--- src/rtl/rd_burst_dma.sv ---
// rd_burst_dma: Avalon-MM burst read master that copies the byte region
// [pkt_begin, pkt_end) into a capture FIFO.
//
// Bursts are limited by MAX_BURST, by the words remaining and by the next
// BOUNDARY_BYTES boundary. A burst is only issued when the FIFO has room for
// every beat already in flight plus the new burst.
//
// Optional feature macro: RD_BURST_DMA_STATS_EN adds the stat_words and
// stat_stall_cycles counters and their output ports.
//
// Ports
//   clk, reset            clock, synchronous active-low reset
//   start                 begin-transfer pulse, honoured in IDLE only
//   pkt_begin, pkt_end    byte region, both BPW-aligned
//   fifo_free             free words in the downstream FIFO
//   fifo_in, wr_to_fifo   FIFO write data and strobe
//   busy, done, error     status: busy outside IDLE, one-cycle done/error pulse
//   address, read,        Avalon burst read command
//   burstcount
//   readdata,             Avalon read response and command stall
//   readdatavalid,
//   waitrequest
//   stat_words,           (RD_BURST_DMA_STATS_EN only) beats written, stall cycles
//   stat_stall_cycles
//
// state | meaning
// IDLE  | waiting for start
// CHECK | validate region, load address and word count
// ISSUE | issue credit-gated bursts until all words are requested
// DRAIN | wait for every outstanding beat to return
// DONE  | one-cycle done (and error) pulse
module rd_burst_dma #(
    parameter int ADDR_W         = 32,
    parameter int DATA_W         = 32,
    parameter int MAX_BURST      = 16,
    parameter int BURST_W        = 16,
    parameter int FIFO_CNT_W     = 10,
    parameter int BOUNDARY_BYTES = 4096
) (
    input  logic                  clk,
    input  logic                  reset,
    input  logic                  start,
    input  logic [ADDR_W-1:0]     pkt_begin,
    input  logic [ADDR_W-1:0]     pkt_end,
    input  logic [FIFO_CNT_W-1:0] fifo_free,
    output logic [DATA_W-1:0]     fifo_in,
    output logic                  wr_to_fifo,
    output logic                  busy,
    output logic                  done,
    output logic                  error,
    output logic [ADDR_W-1:0]     address,
    output logic                  read,
    output logic [BURST_W-1:0]    burstcount,
    input  logic [DATA_W-1:0]     readdata,
    input  logic                  readdatavalid,
    input  logic                  waitrequest
`ifdef RD_BURST_DMA_STATS_EN
    ,
    output logic [31:0]           stat_words,
    output logic [31:0]           stat_stall_cycles
`endif
);

    localparam int BPW    = DATA_W / 8;
    localparam int BPW_LG = $clog2(BPW);
    localparam int AW1    = ADDR_W + 1;
    localparam int OUT_W  = BURST_W + 1;
    localparam int CW     = ((FIFO_CNT_W > OUT_W) ? FIFO_CNT_W : OUT_W) + 1;

    localparam logic [ADDR_W-1:0] ALIGN_MASK = ADDR_W'(BPW - 1);
    localparam logic [ADDR_W-1:0] BND_MASK   = ADDR_W'(BOUNDARY_BYTES - 1);

    typedef enum logic [2:0] {
        S_IDLE,
        S_CHECK,
        S_ISSUE,
        S_DRAIN,
        S_DONE
    } state_t;

    state_t               state_q, state_d;
    logic [ADDR_W-1:0]    cur_addr_q, cur_addr_d;
    logic [ADDR_W-1:0]    words_left_q, words_left_d;
    logic [OUT_W-1:0]     outstanding_q, outstanding_d;
    logic                 read_q, read_d;
    logic [ADDR_W-1:0]    addr_q, addr_d;
    logic [BURST_W-1:0]   bcnt_q, bcnt_d;
    logic                 err_q, err_d;
    logic                 wr_q, wr_d;
    logic [DATA_W-1:0]    fifo_in_q, fifo_in_d;

    logic [ADDR_W-1:0]    bnd_off;
    logic [AW1-1:0]       bnd_words;
    logic [AW1-1:0]       blen_full;
    logic [BURST_W-1:0]   blen;
    logic                 credit_ok;
    logic                 accept;
    logic                 beat;
    logic                 bad_region;
    logic [ADDR_W-1:0]    words_next;

    // Burst length: smallest of the burst cap, the words left and the
    // distance (in words) to the next boundary.
    always_comb begin
        bnd_off   = cur_addr_q & BND_MASK;
        bnd_words = (AW1'(BOUNDARY_BYTES) - {1'b0, bnd_off}) >> BPW_LG;
        blen_full = AW1'(MAX_BURST);
        if ({1'b0, words_left_q} < blen_full) begin
            blen_full = {1'b0, words_left_q};
        end
        if (bnd_words < blen_full) begin
            blen_full = bnd_words;
        end
        blen = BURST_W'(blen_full);
    end

    assign credit_ok  = CW'(fifo_free) >= (CW'(outstanding_q) + CW'(blen));
    assign accept     = (state_q == S_ISSUE) && read_q && !waitrequest;
    assign beat       = readdatavalid && ((state_q == S_ISSUE) || (state_q == S_DRAIN));
    assign bad_region = (pkt_end <= pkt_begin) ||
                        ((pkt_begin & ALIGN_MASK) != '0) ||
                        ((pkt_end & ALIGN_MASK) != '0);
    assign words_next = words_left_q - ADDR_W'(bcnt_q);

    always_comb begin
        state_d      = state_q;
        cur_addr_d   = cur_addr_q;
        words_left_d = words_left_q;
        read_d       = read_q;
        addr_d       = addr_q;
        bcnt_d       = bcnt_q;
        err_d        = err_q;
        wr_d         = beat;
        fifo_in_d    = beat ? readdata : fifo_in_q;

        // In-flight beat count; a burst accepted in the same cycle as a
        // returning beat nets to +blen-1.
        outstanding_d = outstanding_q
                      + (accept ? OUT_W'(bcnt_q) : '0)
                      - (beat ? OUT_W'(1) : '0);

        case (state_q)
            S_IDLE: begin
                if (start) begin
                    state_d = S_CHECK;
                end
            end
            S_CHECK: begin
                err_d         = bad_region;
                cur_addr_d    = pkt_begin;
                words_left_d  = (pkt_end - pkt_begin) >> BPW_LG;
                outstanding_d = '0;
                state_d       = bad_region ? S_DONE : S_ISSUE;
            end
            S_ISSUE: begin
                if (accept) begin
                    read_d       = 1'b0;
                    cur_addr_d   = cur_addr_q + (ADDR_W'(bcnt_q) << BPW_LG);
                    words_left_d = words_next;
                    if (words_next == '0) begin
                        state_d = S_DRAIN;
                    end
                end else if (!read_q && (words_left_q != '0) && credit_ok) begin
                    // read_q was low this cycle, so a fresh command always
                    // follows at least one idle cycle.
                    read_d = 1'b1;
                    addr_d = cur_addr_q;
                    bcnt_d = blen;
                end
            end
            S_DRAIN: begin
                if (outstanding_q == '0) begin
                    state_d = S_DONE;
                end
            end
            S_DONE: begin
                state_d = S_IDLE;
            end
            default: begin
                state_d = S_IDLE;
            end
        endcase
    end

    always_ff @(posedge clk) begin
        if (!reset) begin
            state_q       <= S_IDLE;
            cur_addr_q    <= '0;
            words_left_q  <= '0;
            outstanding_q <= '0;
            read_q        <= 1'b0;
            addr_q        <= '0;
            bcnt_q        <= BURST_W'(1);
            err_q         <= 1'b0;
            wr_q          <= 1'b0;
            fifo_in_q     <= '0;
        end else begin
            state_q       <= state_d;
            cur_addr_q    <= cur_addr_d;
            words_left_q  <= words_left_d;
            outstanding_q <= outstanding_d;
            read_q        <= read_d;
            addr_q        <= addr_d;
            bcnt_q        <= bcnt_d;
            err_q         <= err_d;
            wr_q          <= wr_d;
            fifo_in_q     <= fifo_in_d;
        end
    end

    assign fifo_in    = fifo_in_q;
    assign wr_to_fifo = wr_q;
    assign busy       = (state_q != S_IDLE);
    assign done       = (state_q == S_DONE);
    assign error      = (state_q == S_DONE) && err_q;
    assign address    = addr_q;
    assign read       = read_q;
    assign burstcount = bcnt_q;

`ifdef RD_BURST_DMA_STATS_EN
    logic [31:0] stat_words_q, stat_words_d;
    logic [31:0] stat_stall_q, stat_stall_d;
    logic        stall_cycle;

    // Stalled: command held off by waitrequest, or not issued for lack of credit.
    assign stall_cycle = (state_q == S_ISSUE) &&
                         ((read_q && waitrequest) ||
                          (!read_q && (words_left_q != '0) && !credit_ok));

    always_comb begin
        stat_words_d = stat_words_q;
        stat_stall_d = stat_stall_q;
        if ((state_q == S_IDLE) && start) begin
            stat_words_d = '0;
            stat_stall_d = '0;
        end else begin
            if (wr_q && (stat_words_q != '1)) begin
                stat_words_d = stat_words_q + 32'd1;
            end
            if (stall_cycle && (stat_stall_q != '1)) begin
                stat_stall_d = stat_stall_q + 32'd1;
            end
        end
    end

    always_ff @(posedge clk) begin
        if (!reset) begin
            stat_words_q <= '0;
            stat_stall_q <= '0;
        end else begin
            stat_words_q <= stat_words_d;
            stat_stall_q <= stat_stall_d;
        end
    end

    assign stat_words        = stat_words_q;
    assign stat_stall_cycles = stat_stall_q;
`endif

endmodule

--- config.mk ---
export PLATFORM = sky130hd
export DESIGN_NAME = rd_burst_dma
export DESIGN_NICKNAME = d
export VERILOG_FILES = /design/src/rtl/rd_burst_dma.sv
export SDC_FILE = /design/constraint.sdc
export NUM_CORES = 1
export LEC_CHECK = 0
export BUFFER_PORTS_ARGS = -buffer_cell sky130_fd_sc_hd__buf_2
export CORE_AREA = 2 2 184 186
export CTS_CLUSTER_DIAMETER = 150
export DETAILED_ROUTE_END_ITERATION = 16
export DIE_AREA = 0 0 186 188
export GPL_TIMING_DRIVEN = 0
export PLACE_DENSITY = 0.57
export REMOVE_ABC_BUFFERS = 1
export SETUP_SLACK_MARGIN = 0.4
export SYNTH_ARGS = -nofsm -noshare
export SYNTH_HDL_FRONTEND = slang
export SYNTH_SLANG_ARGS = --single-unit
--- constraint.sdc ---
create_clock -name clk -period 8.7 [get_ports clk]
set_input_delay 0 -clock clk [delete_from_list [all_inputs] [get_ports clk]]
set_output_delay 0 -clock clk [all_outputs]
set_load 0.01 [all_outputs]
# Word-level counts from Yosys, hierarchy flattened

Index checks and enable logic that the tools add are counted.

Add/sub/neg operators: 7
Order comparisons: 4
Mux-type cells: 16
Bitwise operators: 2
Reductions and logical operators: 25
Equal/unequal tests: 8

Operators with widths:

| operator                                                    | count |
|---|---|
| one-hot mux 32 bit (2 select lines)                         | 2 |
| two-way mux 32 bit                                          | 3 |
| nonzero test 32 bit                                         | 3 |
| adder 32 x 18 -> 32 bit                                     | 1 |
| less-or-equal comparator 32 bit                             | 1 |
| logical NOT 32 bit                                          | 1 |
| less-than comparator 31 x 32 -> 1 bit                       | 1 |
| less-than comparator 32 x 5 -> 1 bit, second input constant | 1 |
| two-way mux 16 bit                                          | 2 |
| subtractor 32 x 16 -> 32 bit                                | 1 |
| subtractor 32 bit                                           | 1 |
| adder 17 x 16 -> 18 bit                                     | 1 |
| >= comparator 10 x 18 -> 1 bit                              | 1 |
| adder 17 x 16 -> 17 bit                                     | 1 |
| logical NOT 17 bit                                          | 1 |
| subtractor 17 x 1 -> 17 bit                                 | 1 |
| two-way mux 3 bit                                           | 5 |
| subtractor 13 x 12 -> 14 bit, first input constant          | 1 |
| one-hot mux 3 bit (4 select lines)                          | 1 |
| equality test 3 x 2 -> 1 bit, second input constant         | 2 |
| logical AND 1 bit                                           | 6 |
| != test 2 x 1 -> 1 bit, second input constant               | 2 |
| != test 2 bit, second input constant                        | 2 |
| AND reduction 2 bit                                         | 2 |
| other kinds (12)                                            | 19 |

Bits in registers: 167
Bits of input ports: 111
Logic and storage cells: 72

# Longest topological paths before layout

Depth after elaboration: 9
Mapped depth: 31
Gate-level depth less buffers: 27

# Worst setup path after synthesis

OpenSTA, ideal clock, no wires.

Kind: reg-to-reg
From: register words_left_q[24]
To: register addr_q[0], in the netlist address[0]
Cell stages (with the launch flop): 30
Slack: 2.220 ns
Arrival time: 6.408 ns
Required time: 8.628 ns
Clock period less this slack: 6.480 ns
Buffers on the path: 5
Setup time: 0.072 ns
Cells stage by stage: dfxtp_1 > clkbuf_1 > or4_1 > or4_1 > nor4bb_1 > buf_2 > and2_1 > inv_1 > ha_1 > o21ai_0 > a41oi_1 > o21ai_1 > o21ai_1 > buf_2 > mux2_2 > ha_1 > a21oi_1 > nor2_1 > or3_1 > xnor2_1 > ha_1 > a211oi_1 > o21ai_0 > a31o_2 > a2111oi_0 > nor4_1 > nand3b_1 > buf_2 > buf_2 > mux2i_1

Longest elaborated chain between the ends: 8
Elaborated cells between the ends (all ways): 10
Those cells by class: add/sub (1); order compare (3); mux (2); reduce/logical (4)

Ends and longest elaborated chain:

| what                                  | RTL line | RTL |
|---|---|---|
| start, declared                       | 83       | `logic [ADDR_W-1:0] words_left_q, words_left_d;` |
| start signal, assigned                | 200      | `words_left_q <= words_left_d;` |
| less-than comparator 32 x 5 -> 1 bit  | 108      | `if ({1'b0, words_left_q} < blen_full) begin` |
| two-way mux 32 bit *                  | 108      |  |
| less-than comparator 31 x 32 -> 1 bit | 111      | `if (bnd_words < blen_full) begin` |
| two-way mux 16 bit *                  | 111      |  |
| net blen_full[1]                      | 94       | `logic [AW1-1:0] blen_full;` |
| adder 17 x 16 -> 18 bit *             | 117      | `assign credit_ok = CW'(fifo_free) >= (CW'(outstanding_q) + CW'(blen));` |
| >= comparator 10 x 18 -> 1 bit *      | 117      |  |
| logical AND 1 bit *                   | 163      | `end else if (!read_q && (words_left_q != '0) && credit_ok) begin` |
| AND reduction 3 bit (no line) *       | n/a      |  |
| end signal, assigned                  | 203      | `addr_q <= addr_d;` |
| end, declared                         | 86       | `logic [ADDR_W-1:0] addr_q, addr_d;` |

Mark *: on every way through the listed nets, which the timed path passes. The rest lies on a longest branch.
A chain may end at the register's enable or synchronous reset.

# Worst setup path in the final report

From: register words_left_q[24]
To: register addr_q[13], in the netlist address[13]

Same word-level chain as after synthesis.

==> metrics.md <==
| Metric | Value |
|---|---|
| Outcome | completed |
| RSZ-0062 raised after global routing | false |
| Synth cell types | 71 |
| Largest net degree at the start of global routing | 81 |
| Synth Area in Compound Gates | 22.2% |
| Clk pin slew, worst setup/hold paths | 80 ps |
| Post-Synth Adder-Cell Area | 13.6% |
| Die Wd | 186 um |
| Die ar. | 35000 um2 |
| # IOs | 196 |
| Synth top area share | 26.2% |
| Tcrit/Tclk final | 87.9% |
| Clk root buf | clkbuf_16 |
| Post-route DRC | 0 |
| Final Setup Violations | 0 |
| Comb power frac | 40.9% |
| Place WS | 324 ps |
| CP endpoint kind | flip-flop |
| Detailed Route WL | 43100 um |
| Crit-path slowest cell | or4_1 |
| Mean Syn Cell Area | 7.60 um2 |
| Routed via count | 13.0k |
| PortBufs | 195 |
| Worst r2r path cells | 28 |
| Routed via count divided by cell count | 5.48 |
| CP Data Required Time | 9060 ps |
| Final RePlAce weighted congestion | 0.899 |
| Clock buffer count from CTS | 17 |
| Antenna Nets Post-Route | 0 |
| Synthesized area | 12700 um2 |
| CTS tree | yes |
| Post-synth EDFFs | 0 |
| Die height | 188 um |
| Sequential power share | 30.7% |
| Crit Path Max Fanout | 15 |
| H-tree levels | 4 |
| Synthesis-to-finish area growth | 22.5% |
| WHS Path Cells | 3 |
| Starting Density | 38.5% |
| Fin Clk Skew | 16.2 ps |
| Layout cells sized above 1 | 14.7% |
| Clock Tree Buf Depth | 2 |
| Switch Pwr | 0.00109 W |
| Final worst setup slack | 1060 ps |
| Final Hold Vio Count | 0 |
| HP Class | primary input to flip-flop |
| Initial antenna violation count | 2 |
| Startpoint types | flip-flop |
| Max-Cap Viols | 0 |
| Clock Latency Late Sink | 440 ps |
| Core area | 33100 um2 |
| DP Wirelength | 32800 um |
| Pre-antenna DRT Iters | 6 |
| Static Leak | 7.19 nW |
| Clk sink count | 167 |
| Seq cells post-synth | 167 |
| Switching share of power | 39.0% |
| Vias in the first global route | 12.2k |
| Area contributors post-synth | dfxtp_1 26%, ha_1 13%, nand2_1 7.3% |
| Post-synthesis xor/xnor area fraction | 4.81% |
| Synth area leader | dfxtp_1 |
| DR iter-0 viols | 888 |
| P_int | 0.00171 W |
| Worst-Margin Slew | 1240 ps |
| WHS | 26.8 ps |
| Final global-route overflow total | 0 |
| Global Route Usage Sum | 24.2% |
| Wire length per cell | 18.2 um |
| Post-synthesis sequential area ratio | 26.2% |
| CP Data Arrival Time | 8000 ps |
| Minimum clock period | 7640 ps |
| Largest family of logic cells by synthesized area | simple AND/OR/NAND/NOR gates |
| F_max | 131 MHz |
| Rows | 67 |
| Fin nets | 2154 |
| Synth Area in Simple Gates | 22.3% |
| Setup CP Type | flip-flop to flip-flop |
| Synth warn | 0 |
| Dominant synthesized flop cell | dfxtp_1 |
| Ys async rst share | 0% |
| Syn Inst Count | 1676 |
| CP most frequent cell | ha_1 |
| P per Cell Area | 179 nW/um2 |
| Slew Limit Fails | 0 |
| VDD IR max | 0.119 mV |
| Clock power share | 28.4% |
| Slew margin rel. | 16.4% |
| First-pass GRT wire length | 66700 um |
| Delay of the slowest cell on the worst path | 650 ps |
| Mux share of post-synthesis cell area | 4.36% |
synthesized netlist by cell type, drive strengths merged (22+ instances only):
cell,n
nand3,29
ha,132
xor2,24
inv,141
clkbuf,60
dfxtp,167
nor3,44
a211oi,28
nor2,100
o21ai,85
a21oi,122
nand2,247
mux2i,51
nor2b,22
nor4,26
a21o,29
xnor2,46
and3,23
or3,23
timing repair:
item / 4_1_cts / 5_1_grt
setup endpoints to repair: 15 / 39
hold buffers: 61 / 0
pin swaps: 0 / 1
resized for setup: 1 / 2
setup buffers: 0 / 5
hold endpoints to repair: 61 / 0
flip-flops by register name, indices dropped and copies added (netlist names):
register       flops
wr_to_fifo         1
fifo_in           32
cur_addr_q        32
address           32
words_left_q      32
read               1
state_q            3
outstanding_q     17
err_q              1
burstcount        16
critical path: cells and delay by family (launching register included):
kind / cells / cell delay, ps
DFF: 1 / 420
adders and majority gates: 3 / 820
and+or+nand+nor: 8 / 2330
xor gates and xnor gates: 1 / 180
buffers and inverters: 5 / 840
AOI/OAI and AO/OA: 9 / 2290
muxes: 2 / 640
cell families after synthesis:
group | Yosys count
muxes | 55
DFF | 167
xor gates and xnor gates | 70
and+or+nand+nor | 599
other | 2
buffers and inverters | 218
adders and majority gates | 136
AOI/OAI and AO/OA | 429
path summary, 6_finish.rpt:
kind | startpoint | endpoint | slack, ps
max | words_left_q[24] | address[13] | 1060
min | pkt_begin[20] | cur_addr_q[20] | 30
max reg2reg | words_left_q[24] | address[13] | 1060
min reg2reg | fifo_in[9] | fifo_in[9] | 450
layer usage:
layer  global-route usage (%)  part of all wire (%)  up-vias
met5                        0                     0        -
met4                     7.60                   2.7        0
met3                     3.52                   6.2       61
met2                     38.3                    44      437
met1                     33.8                    47     6031
li1                         -                     -     6453
layout by cell type, fill, tap and decap left out, types with 26 or more instances in the layout:
cell type	instances
a21o_1	29
dlygate4sd3_1	61
nand3_1	29
mux2i_1	51
buf_2	194
xnor2_1	46
inv_1	140
a211oi_1	28
dfxtp_1	167
o21ai_0	81
a21oi_1	122
nor2_1	99
nor4_1	26
nor3_1	42
ha_1	132
nand2_1	246
per-stage QoR:
step | util (%) | total power (W) | instances | instance area [um2] | setup TNS, ps
floorplan | - | 0.00168 | 1608 | 12500 | 0
detailed placement | 43.3 | 0.00197 | 2270 | 14300 | 0
global route | 47.1 | 0.00299 | 2370 | 15600 | 0
CTS | 47.0 | 0.00280 | 2363 | 15600 | 0
finish | 47.1 | 0.00280 | 2370 | 15600 | 0
global placement | 42.3 | 0.00195 | 2251 | 14000 | -133340
final cells by class:
cell class	instances	area (um2)
Inverter	141	532
Antenna cell	2	5.00
Multi-Input combinational cell	1300	8640
Tap cell	448	561
Sequential cell	167	3340
Timing Repair Buffer	280	1920
Fill cell	3313	17500
Clock inverter	15	179
Clock buffer	17	425
power groups by stage:
stage          registers (W)  logic, W  clock network [W]
6_report            0.000859   0.00115           0.000796
5_1_grt             0.000865   0.00128           0.000847
4_1_cts             0.000858   0.00113           0.000812
3_5_place_dp        0.000875   0.00110                  0
3_3_place_gp        0.000875   0.00107                  0
2_1_floorplan       0.000856  0.000823                  0
No activity file was read; power rests on OpenSTA's default activity.
